## src/rtl/adder_pkg.sv

```systemverilog
// Shared widths and types for the registered 8-bit adder and its nibble sub-adders.
package adder_pkg;

  localparam int NIBBLE_W = 4;
  localparam int DATA_W   = 8;

  typedef logic [NIBBLE_W-1:0] nibble_t;
  typedef logic [DATA_W-1:0]   byte_t;

endpackage

```

## src/rtl/adder_4bit.sv

```systemverilog
// Purely combinational 4-bit ripple-carry adder built from four full-adder stages.
module adder_4bit
  import adder_pkg::*;
(
  input  nibble_t a_i,
  input  nibble_t b_i,
  input  logic    c_i,
  output nibble_t sum_o,
  output logic    c_o
);

  logic [NIBBLE_W:0] carry;

  assign carry[0] = c_i;

  for (genvar i = 0; i < NIBBLE_W; i++) begin : gBit
    assign sum_o[i]     = a_i[i] ^ b_i[i] ^ carry[i];
    assign carry[i + 1] = (a_i[i] & b_i[i]) | (carry[i] & (a_i[i] ^ b_i[i]));
  end

  assign c_o = carry[NIBBLE_W];

endmodule

```

## src/rtl/adder_8bit.sv

```systemverilog
// Registered 8-bit adder with carry-in/out, split into two chained nibble adders,
// with an optional register on the nibble carry boundary (PIPE_STAGE = 1).
module adder_8bit
  import adder_pkg::*;
#(
  parameter int PIPE_STAGE = 0
) (
  input  logic              clk,
  input  logic              rst_n,
  input  logic              in_valid,
  input  logic [DATA_W-1:0] a,
  input  logic [DATA_W-1:0] b,
  input  logic              c_in,
  output logic              out_valid,
  output logic [DATA_W-1:0] sum,
  output logic              c_out
);

  nibble_t lowSum;
  logic    c4;
  nibble_t hiA;
  nibble_t hiB;
  logic    hiCin;
  nibble_t loSumSel;
  logic    validSel;
  nibble_t hiSum;
  logic    hiCout;

  adder_4bit uLow (
    .a_i  (a[NIBBLE_W-1:0]),
    .b_i  (b[NIBBLE_W-1:0]),
    .c_i  (c_in),
    .sum_o(lowSum),
    .c_o  (c4)
  );

  if (PIPE_STAGE != 0) begin : gPipe
    // Stage 1 captures the finished low nibble plus the raw high operands.
    nibble_t lowSum_q;
    nibble_t hiA_q;
    nibble_t hiB_q;
    logic    c4_q;
    logic    valid_q;

    always_ff @(posedge clk or negedge rst_n) begin
      if (!rst_n) begin
        lowSum_q <= '0;
        hiA_q    <= '0;
        hiB_q    <= '0;
        c4_q     <= 1'b0;
        valid_q  <= 1'b0;
      end else begin
        lowSum_q <= lowSum;
        hiA_q    <= a[DATA_W-1:NIBBLE_W];
        hiB_q    <= b[DATA_W-1:NIBBLE_W];
        c4_q     <= c4;
        valid_q  <= in_valid;
      end
    end

    assign hiA      = hiA_q;
    assign hiB      = hiB_q;
    assign hiCin    = c4_q;
    assign loSumSel = lowSum_q;
    assign validSel = valid_q;
  end else begin : gDirect
    assign hiA      = a[DATA_W-1:NIBBLE_W];
    assign hiB      = b[DATA_W-1:NIBBLE_W];
    assign hiCin    = c4;
    assign loSumSel = lowSum;
    assign validSel = in_valid;
  end

  adder_4bit uHigh (
    .a_i  (hiA),
    .b_i  (hiB),
    .c_i  (hiCin),
    .sum_o(hiSum),
    .c_o  (hiCout)
  );

  byte_t sum_d;
  byte_t sum_q;
  logic  cOut_d;
  logic  cOut_q;
  logic  valid_d;
  logic  valid_q;

  always_comb begin
    sum_d   = {hiSum, loSumSel};
    cOut_d  = hiCout;
    valid_d = validSel;
  end

  always_ff @(posedge clk or negedge rst_n) begin
    if (!rst_n) begin
      sum_q   <= '0;
      cOut_q  <= 1'b0;
      valid_q <= 1'b0;
    end else begin
      sum_q   <= sum_d;
      cOut_q  <= cOut_d;
      valid_q <= valid_d;
    end
  end

  assign sum       = sum_q;
  assign c_out     = cOut_q;
  assign out_valid = valid_q;

endmodule

```

## config.mk

```make
export PLATFORM = sky130hd
export DESIGN_NAME = adder_8bit
export DESIGN_NICKNAME = d
export VERILOG_FILES = /design/src/rtl/adder_pkg.sv /design/src/rtl/adder_4bit.sv /design/src/rtl/adder_8bit.sv
export SDC_FILE = /design/constraint.sdc
export NUM_CORES = 1
export LEC_CHECK = 0
export BUFFER_PORTS_ARGS = -buffer_cell sky130_fd_sc_hd__buf_2
export CORE_MARGIN = 3
export CORE_UTILIZATION = 25
export DETAILED_ROUTE_END_ITERATION = 8
export GPL_ROUTABILITY_DRIVEN = 0
export PLACE_DENSITY = 0.55
export SLEW_MARGIN = 20
export SYNTH_ARGS = -nofsm -noshare
export SYNTH_HDL_FRONTEND = slang
export SYNTH_SLANG_ARGS = --single-unit
```

## constraint.sdc

```tcl
create_clock -name clk -period 0.8 [get_ports clk]
set_clock_uncertainty 0.15 [all_clocks]
set_input_delay 0.16 -clock clk [delete_from_list [all_inputs] [get_ports clk]]
set_output_delay 0.16 -clock clk [all_outputs]
set_load 0.1 [all_outputs]
```

==> summary.md, run 1 <==
| Metric | Value |
|---|---|
| PnR worst setup slack | `-2.007 ns` |
| Antenna Cells | `0` |
| TritonCTS clock tree | `yes` |
| Share of the synthesized area in the top cell type | `53.19%` |
| Period utilisation layout | `350.9%` |
| Worst path arrival time | `2.85 ns` |
| Peak Freq | `356.3 MHz` |
| Crit path max-delay cell type | `fa_1` |
| Synth-to-layout area growth | `93.62%` |
| Clk buf depth | `2` |
| Worst-path clk slew | `0.06 ns` |
| Initial drt markers | `0` |
| CTS Sinks | `10` |
| Global-route wire length before repair | `1421 um` |
| Largest net degree at the start of global routing | `11` |
| Startpoint types | `input pin` |
| Flops & latches, synth | `10` |
| Die Y | `49.38 um` |
| DIE AREA | `0.002438 sq mm` |
| Core area | `0.001745 sq mm` |
| Buffer count from post-CTS setup fixing | `0` |
| Total CTS buffers | `3` |
| Yosys cell types | `3` |
| Internal | `1.350 mW` |
| Setup Slack @ Placement | `-2.369 ns` |
| Antenna violations before repair | `0` |
| Post-route core utilization | `52.19%` |
| Mean Syn Cell Area | `13.84 sq um` |
| Number of global-route vias before repair | `363` |
| Routed WL | `866 um` |
| Syn Std Cell Area | `470.5 sq um` |
| Final setup vio count | `19` |
| FP Rows | `15` |
| Proportion of power drawn by flip-flops and latches | `30.3%` |
| Fin nets | `98` |
| Grt total ovfl | `0` |
| Final ANT Viol Nets | `0` |
| Worst Hold Class | `input pin to flip-flop` |
| Failing checks | `negative setup slack` |
| Mapped Nets | `62` |
| Rel. slew slack | `85.86%` |
| RSZ-0062 raised after global routing | `yes` |
| Total GRT Usage | `8.204%` |
| Gate Count Post-Synth | `34` |
| Drt drc | `0` |
| Layout cells sized above 1 | `78.26%` |
| TNS Setup | `-14.24 ns` |
| CTS root buf | `clkbuf_4` |
| Critical-path cell list | `buf_6 -> fa_2 -> fa_2 -> fa_2 -> inv_2 -> fa_2 -> fa_2 -> fa_2 -> inv_2 -> fa_2 -> inv_2 -> fa_1 -> inv_1` |
| # port buffers | `29` |
| Worst Max-Slew Pin Slew | `0.2120 ns` |
| Crit-path max FO | `1` |
| Cell Pwr Density | `2584 mW/mm^2` |
| Sw frac | `42.65%` |
| Most frequent CP cell | `fa_2` |
| Max rail drop VDD | `0.0008071 V` |
| Drt wl/cell | `9.213 um` |
| Leak pwr | `0.4411 nW` |
| Largest area contributor in the netlist | `dfrtp_1` |
| Clock network power share | `18.2%` |
| Top cells by area, synth | `dfrtp_1 53%, fa_1 34%, inv_1 13%` |
| Worst Path Buf+Inv | `5` |
| Max-slew violation count | `0` |
| Post-layout min period | `2.807 ns` |
| Synth warn | `0` |
| CP peak stage delay | `0.39 ns` |
| NetSw | `1.004 mW` |
| Path type of the worst setup path | `input pin to flip-flop` |
| Initial Utilization | `26.95%` |
| Required time of the critical path | `0.85 ns` |
| Status | `finished, violations left` |
| Seq/Total Area, Yosys | `53.19%` |
| Pre-antenna DRT Iters | `1` |
| Worst setup EP type | `flip-flop` |
| Via density | `3.574` |
| Hold Vio Cnt, Final | `0` |
| Ports | `30` |
| Routed vias | `336` |
| Chip width | `49.38 um` |
| CP delay by family, top | `adder cells` |
| H-tree levels | `1` |
| Gate power share | `51.5%` |
| Max-cap violations | `0` |
[timing repair]
action / in CTS / in global routing
endpoints found under the setup margin: 18 / 18
pin swaps: 4 / 0
gates resized for setup: 5 / 2
hold buffers: 1 / 1
hold endpoints to repair: 11 / 1
[layout by cell type (no fill, tap or decap), drive strengths merged]
cell type,netlist,routed
inv,16,16
dlygate4sd3,0,2
dfrtp,10,10
buf,0,29
fa,8,8
clkbuf,0,4
[logic make-up (layout without fill, tap and decap cells)]
| group | count (synthesis) | count (layout) | synth area share [%] |
|---|---|---|---|
| flip-flops | 10 | 10 | 53.19 |
| buffers and inverters | 16 | 51 | 12.77 |
| adder cells (fa/ha/maj) | 8 | 8 | 34.04 |
[synthesized netlist by cell type]
cell type	n
fa_1	8
inv_1	16
dfrtp_1	10
[per-stage QoR]
step / area, sq um / hold slack, ns / cells / total power, mW
final: 910.9 / 0.04552 / 94 / 2.354
after global routing: 910.9 / 0.03269 / 94 / 2.474
after CTS: 900.9 / -0.1484 / 93 / 2.377
after detailed placement: 843.3 / -0.1252 / 88 / 1.927
after global placement: 843.3 / -0.1235 / 88 / 1.905
after floorplan: 516.7 / -0.2856 / 34 / 1.416
[power by group through the flow]
stage               Combinational (mW)  Clock, mW  Sequential (mW)
floorplan                       0.0984          0             1.32
global placement                  1.19          0            0.720
detailed placement                1.20          0            0.727
CTS                               1.21      0.448            0.717
global route                      1.26      0.492            0.720
finish                            1.21      0.429            0.713
[worst paths after layout]
check	start	cells after the start	slack [ns]	end
worst max-delay path	a[0]	13	-2.01	sum[7]$_DFF_PN0_
worst min-delay path	a[0]	2	0.05	sum[0]$_DFF_PN0_
max in group asynchronous	rst_n	2	0.15	sum[1]$_DFF_PN0_
min in group asynchronous	rst_n	2	0.14	out_valid$_DFF_PN0_
[sequential cells by signal, summed over array words and instances (netlist names)]
signal and cells:
sum 8, out_valid 1, c_out 1
[area by class of cell]
type / instances / area [sq um]
clock buffer: 4 / 36.28
sequential: 10 / 284.0
tap: 25 / 31.28
inverter: 16 / 60.06
timing repair buffer: 31 / 321.6
fill: 165 / 834.6
multi-input combinational: 8 / 177.7
[metal layers]
metal	routed length (um)	vias to the layer above	global-route usage, %	part of all wire (%)
met5	0	-	0	0
met4	14	0	5.530	1.6
met3	72	2	3.364	8.3
met2	515	17	15.85	59
met1	264	161	6.420	30
li1	-	156	-	-
No activity file was read; power rests on OpenSTA's default activity.
==> run 2: changes to the inputs <==
HOLD_SLACK_MARGIN = 0.15   (was not set)
PLACE_DENSITY = 0.54   (was 0.55)
SYNTH_HIERARCHICAL = 1   (was not set)
==> run 2 against run 1 <==
Against the previous run: the flow still finishes with violations (negative setup slack); first-iteration DRC count increased by 5; design area increased by 0.82%; fmax decreased by 4.3%; critical path type unchanged; critical endpoint unchanged; largest cell class unchanged.
==> summary.md, run 2 <==
| Metric | Value |
|---|---|
| Status | `finished, violations left` |
| Failing checks | `negative setup slack` |
| TritonCTS clock tree | `yes` |
| Path type of the worst setup path | `input pin to flip-flop` |
| Seq/Total Area, Yosys | `51.55%` |
| Layout Cells excl Fill | `98` |
| Mapped Nets | `66` |
| Number of synthesized flops with an enable pin | `0` |
| Crit-path max FO | `1` |
| Largest area contributor in the netlist | `dfrtp_1` |
| Period utilisation layout | `366.4%` |
| Post-route core utilization | `51.51%` |
| RSZ-0062 raised after global routing | `yes` |
| Core area | `0.001783 sq mm` |
| Via density | `3.531` |
| Chip width | `50.07 um` |
| Worst Hold Class | `input pin to flip-flop` |
| Top cells by area, synth | `dfrtp_1 52%, fa_1 33%, inv_1 15%` |
| Routed vias | `346` |
| Most common cell after layout, fill and taps aside | `buf_2` |
| DIE AREA | `0.002507 sq mm` |
| Routed WL | `900 um` |
| Yosys cell types | `3` |
| Layout cells sized above 1 | `80.82%` |
| Placed Instances | `92` |
| Drt drc | `0` |
| Syn Std Cell Area | `485.5 sq um` |
| Flops & latches, synth | `10` |
| Hold Vio Cnt, Final | `0` |
| Final ANT Viol Nets | `0` |
| Sequential Area | `284.0 sq um` |
| Synth Flop Type | `dfrtp_1` |
| Most frequent cells in the layout | `18 x buf_2, 10 x buf_12, 10 x inv_1, 10 x inv_2, 9 x dfrtp_4` |
| Largest register FFs | `8` |
| Total power | `2.276 mW` |
| Worst Setup SP | `a[0]` |
| Leak pwr | `0.4501 nW` |
| PnR worst setup slack | `-2.132 ns` |
| Async SR Flop Fraction | `100.0%` |
| Total CTS buffers | `3` |
| Pre-antenna DRT Iters | `2` |
| Initial Utilization | `27.23%` |
| Synth warn | `6` |
| Peak Freq | `341.1 MHz` |
| Final setup vio count | `19` |
| Drt wl/cell | `9.184 um` |
| Total GRT Usage | `9.068%` |
| Share of the synthesized area in the top cell type | `51.55%` |
| Setup Slack @ Placement | `-2.416 ns` |
| Gate Count Post-Synth | `38` |
| Post-layout min period | `2.932 ns` |
| Ports | `30` |
| Clk buf depth | `2` |
| Fin nets | `102` |
| Commonest cells in the netlist | `20 x inv_1, 10 x dfrtp_1, 8 x fa_1` |
| Worst-path clk slew | `0.06 ns` |
| Post-DP Area | `865.8 sq um` |
| Filler cells | `153` |
| CTS Sinks | `10` |
| Antenna Cells | `0` |
| Top-count cell post-synth | `inv_1` |
| Worst Max-Slew Pin Slew | `0.2202 ns` |
| Die Y | `50.07 um` |
| Synth-to-layout area growth | `89.18%` |
| # port buffers | `29` |
| Grt total ovfl | `0` |
| Mean Syn Cell Area | `12.78 sq um` |
| Multi-input logic area | `180.2 sq um` |
| HPWL Detailed | `808.7 um` |
| Initial drt markers | `5` |
| Max rail drop VDD | `0.0009053 V` |
| Rel. slew slack | `85.32%` |
| Antenna violations before repair | `0` |
| H-tree levels | `1` |
| Worst path arrival time | `2.97 ns` |
| Worst setup EP type | `flip-flop` |
| Min-delay src | `a[0]` |
| Required time of the critical path | `0.84 ns` |
| CTS root buf | `clkbuf_4` |
| Cell Pwr Density | `2478 mW/mm^2` |
| Number of global-route vias before repair | `389` |
| Final instance area | `918.4 sq um` |
| FP Rows | `15` |
| Global-route wire length before repair | `1656 um` |
| Largest net degree at the start of global routing | `11` |
| Max-slew violation count | `0` |
| Max-cap violations | `0` |
| Startpoint types | `input pin` |
| Buffer count from post-CTS setup fixing | `0` |
==> run 2: cell count changes after synthesis <==
cell / previous run / this run
inv_1: 16 / 20
==> run 2: what timing repair did <==
action,4_1_cts,5_1_grt
gates cloned,0,0
hold buffers,1,1
hold endpoints to repair,15,5
pin swaps,0,0
gates resized for setup,2,2
setup endpoints to repair,18,18
==> run 2: final cells by class <==
type,count,area share [%]
Clock buffer,4,2.861
Inverter,20,8.174
Multi-Input combinational cell,8,19.62
Sequential cell,10,30.93
Tap cell,25,3.406
Timing Repair Buffer,31,35.01
==> run 2: where the power goes <==
group          switching [mW]  internal [mW]  leakage, nW  total [mW]
clock network           0.148          0.191       0.0150       0.339
logic                   0.787          0.440        0.327        1.23
registers              0.0698          0.640        0.108       0.710
total                    1.00           1.27        0.450        2.28
==> run 2: final timing paths <==
kind	cells after the start	to
setup / recovery	17	sum[7]$_DFF_PN0_
hold / removal	2	sum[0]$_DFF_PN0_
max in group asynchronous	2	c_out$_DFF_PN0_
min in group asynchronous	2	sum[0]$_DFF_PN0_
==> run 2: through the flow <==
step	hold WS, ns	setup TNS, ns
2_1_floorplan	-0.2856	-12.64
3_3_place_gp	-0.1198	-13.99
3_5_place_dp	-0.1208	-14.16
4_1_cts	-0.1419	-14.46
5_1_grt	0.03667	-15.07
6_report	0.04793	-14.31
==> run 2: logic make-up after synthesis <==
family / share of synthesized area, %
adder cells (fa/ha/maj): 32.99
buffers and inverters: 15.46
flip-flops: 51.55
==> run 2: worst max-delay path, cell delays in order <==
cell and delay, ns:
buf_6 0.09, fa_2 0.38, inv_2 0.06, fa_2 0.18, inv_2 0.03, fa_2 0.32
inv_2 0.06, fa_2 0.18, inv_2 0.04, fa_2 0.32, inv_2 0.06, fa_2 0.18
inv_2 0.04, fa_2 0.34, inv_2 0.06, fa_2 0.42, inv_2 0.05
==> run 2: layer usage <==
layer | track usage [%] | wire length (um) | up-vias
li1 | - | - | 164
met1 | 8.159 | 266 | 164
met2 | 16.09 | 517 | 16
met3 | 3.323 | 100 | 2
met4 | 6.912 | 15 | 0
met5 | 0 | 0 | -
==> run 3: changes to the inputs <==
RECOVER_POWER = 50   (was not set)
==> run 3 against run 2 <==
Against the previous run: the flow still finishes with violations (negative setup slack); worst hold slack did not move; combinational power about the same; sequential share of layout area is the same; count of clock-buffer cells in the layout unchanged; clock power barely moved; critical path depth is the same; fmax unchanged; non-clock buffer count is the same; critical path type unchanged.
==> summary.md, run 3 (same netlist as run 2, synthesis figures left out) <==
| Metric | Value |
|---|---|
| Status | `finished, violations left` |
| Failing checks | `negative setup slack` |
| Number of global-route vias before repair | `389` |
| Max rail drop VDD | `0.0009052 V` |
| Most frequent cells in the layout | `17 x buf_2, 10 x buf_12, 10 x inv_1, 10 x inv_2, 9 x dfrtp_4` |
| Chip width | `50.07 um` |
| Crit-path max FO | `1` |
| FP Rows | `15` |
| CTS Sinks | `10` |
| # port buffers | `29` |
| H-tree levels | `1` |
| Period utilisation layout | `366.4%` |
| Initial Utilization | `27.23%` |
| Post-layout min period | `2.932 ns` |
| TritonCTS clock tree | `yes` |
| Worst Max-Slew Pin Slew | `0.2449 ns` |
| Grt total ovfl | `0` |
| Fin nets | `102` |
| Largest net degree at the start of global routing | `11` |
| Multi-input logic area | `180.2 sq um` |
| HPWL Detailed | `808.7 um` |
| Worst-path clk slew | `0.06 ns` |
| Setup Slack @ Placement | `-2.416 ns` |
| Drt drc | `0` |
| Worst Hold Class | `input pin to flip-flop` |
| Post-route core utilization | `51.51%` |
| Startpoint types | `input pin` |
| Largest register FFs | `8` |
| PnR worst setup slack | `-2.132 ns` |
| Routed vias | `346` |
| Die Y | `50.07 um` |
| Final ANT Viol Nets | `0` |
| Pre-antenna DRT Iters | `2` |
| Buffer count from post-CTS setup fixing | `0` |
| Final setup vio count | `19` |
| Worst setup EP type | `flip-flop` |
| Worst path arrival time | `2.97 ns` |
| Ports | `30` |
| Clk buf depth | `2` |
| Initial drt markers | `5` |
| Core area | `0.001783 sq mm` |
| Max-cap violations | `0` |
| Sequential Area | `284.0 sq um` |
| Cell Pwr Density | `2477 mW/mm^2` |
| Antenna Cells | `0` |
| Peak Freq | `341.1 MHz` |
| Total GRT Usage | `9.068%` |
| Global-route wire length before repair | `1656 um` |
| Drt wl/cell | `9.143 um` |
| Routed WL | `896 um` |
| Total CTS buffers | `3` |
| Max-slew violation count | `0` |
| Hold slack final | `0.04793 ns` |
| CTS root buf | `clkbuf_4` |
| Via density | `3.531` |
| Antenna violations before repair | `0` |
| Synth-to-layout area growth | `89.18%` |
| Total power | `2.275 mW` |
| Layout cells sized above 1 | `80.82%` |
| RSZ-0062 raised after global routing | `yes` |
| Filler cells | `153` |
| Leak pwr | `0.4504 nW` |
| DIE AREA | `0.002507 sq mm` |
| Hold Vio Cnt, Final | `0` |
| Required time of the critical path | `0.84 ns` |
| Rel. slew slack | `83.67%` |
| Most common cell after layout, fill and taps aside | `buf_2` |
| Path type of the worst setup path | `input pin to flip-flop` |
[run 3: path summary, 6_finish.rpt]
| check | end | from | slack, ns | cells past startpoint |
|---|---|---|---|---|
| max | sum[7]$_DFF_PN0_ | a[0] | -2.13 | 17 |
| min | sum[0]$_DFF_PN0_ | a[0] | 0.05 | 2 |
| max in group asynchronous | c_out$_DFF_PN0_ | rst_n | 0.12 | 2 |
| min in group asynchronous | sum[0]$_DFF_PN0_ | rst_n | 0.15 | 2 |
[run 3: metrics by stage]
stage	std cells	setup TNS, ns	instance area, sq um
2_1_floorplan	38	-12.64	539.3
3_3_place_gp	92	-13.99	865.8
3_5_place_dp	92	-14.16	865.8
4_1_cts	97	-14.46	908.4
5_1_grt	98	-15.07	918.4
6_report	98	-14.31	918.4
[run 3: repair_timing]
| item | 4_1_cts | 5_1_grt |
|---|---|---|
| hold buffers | 1 | 1 |
| setup endpoints to repair | 18 | 18 |
| endpoints found under the hold margin | 15 | 5 |
| resized for setup | 2 | 2 |
[run 3: layout make-up]
type	count	area share, %
timing repair buffer	31	35.01
sequential	10	30.93
clock buffer	4	2.861
multi-input combinational	8	19.62
inverter	20	8.174
tap	25	3.406
[run 3: critical path, cell delays in order]
cell   delay (ns)
buf_6        0.09
fa_2         0.38
inv_2        0.06
fa_2         0.18
inv_2        0.03
fa_2         0.32
inv_2        0.06
fa_2         0.18
inv_2        0.04
fa_2         0.32
inv_2        0.06
fa_2         0.18
inv_2        0.04
fa_2         0.34
inv_2        0.06
fa_2         0.42
inv_2        0.05
[run 3: metal layers]
layer / part of all wire (%) / wire length, um / vias up / global-route usage [%]
met3: 10 / 93 / 2 / 3.323
met5: 0 / 0 / - / 0
met1: 30 / 270 / 164 / 8.159
li1: - / - / 164 / -
met2: 58 / 516 / 16 / 16.09
met4: 1.7 / 15 / 0 / 6.912
[run 3: where the power goes]
| part | switching, mW | internal, mW | leakage [nW] |
|---|---|---|---|
| logic | 0.787 | 0.440 | 0.327 |
| clock network | 0.148 | 0.191 | 0.0150 |
| registers | 0.0696 | 0.640 | 0.108 |
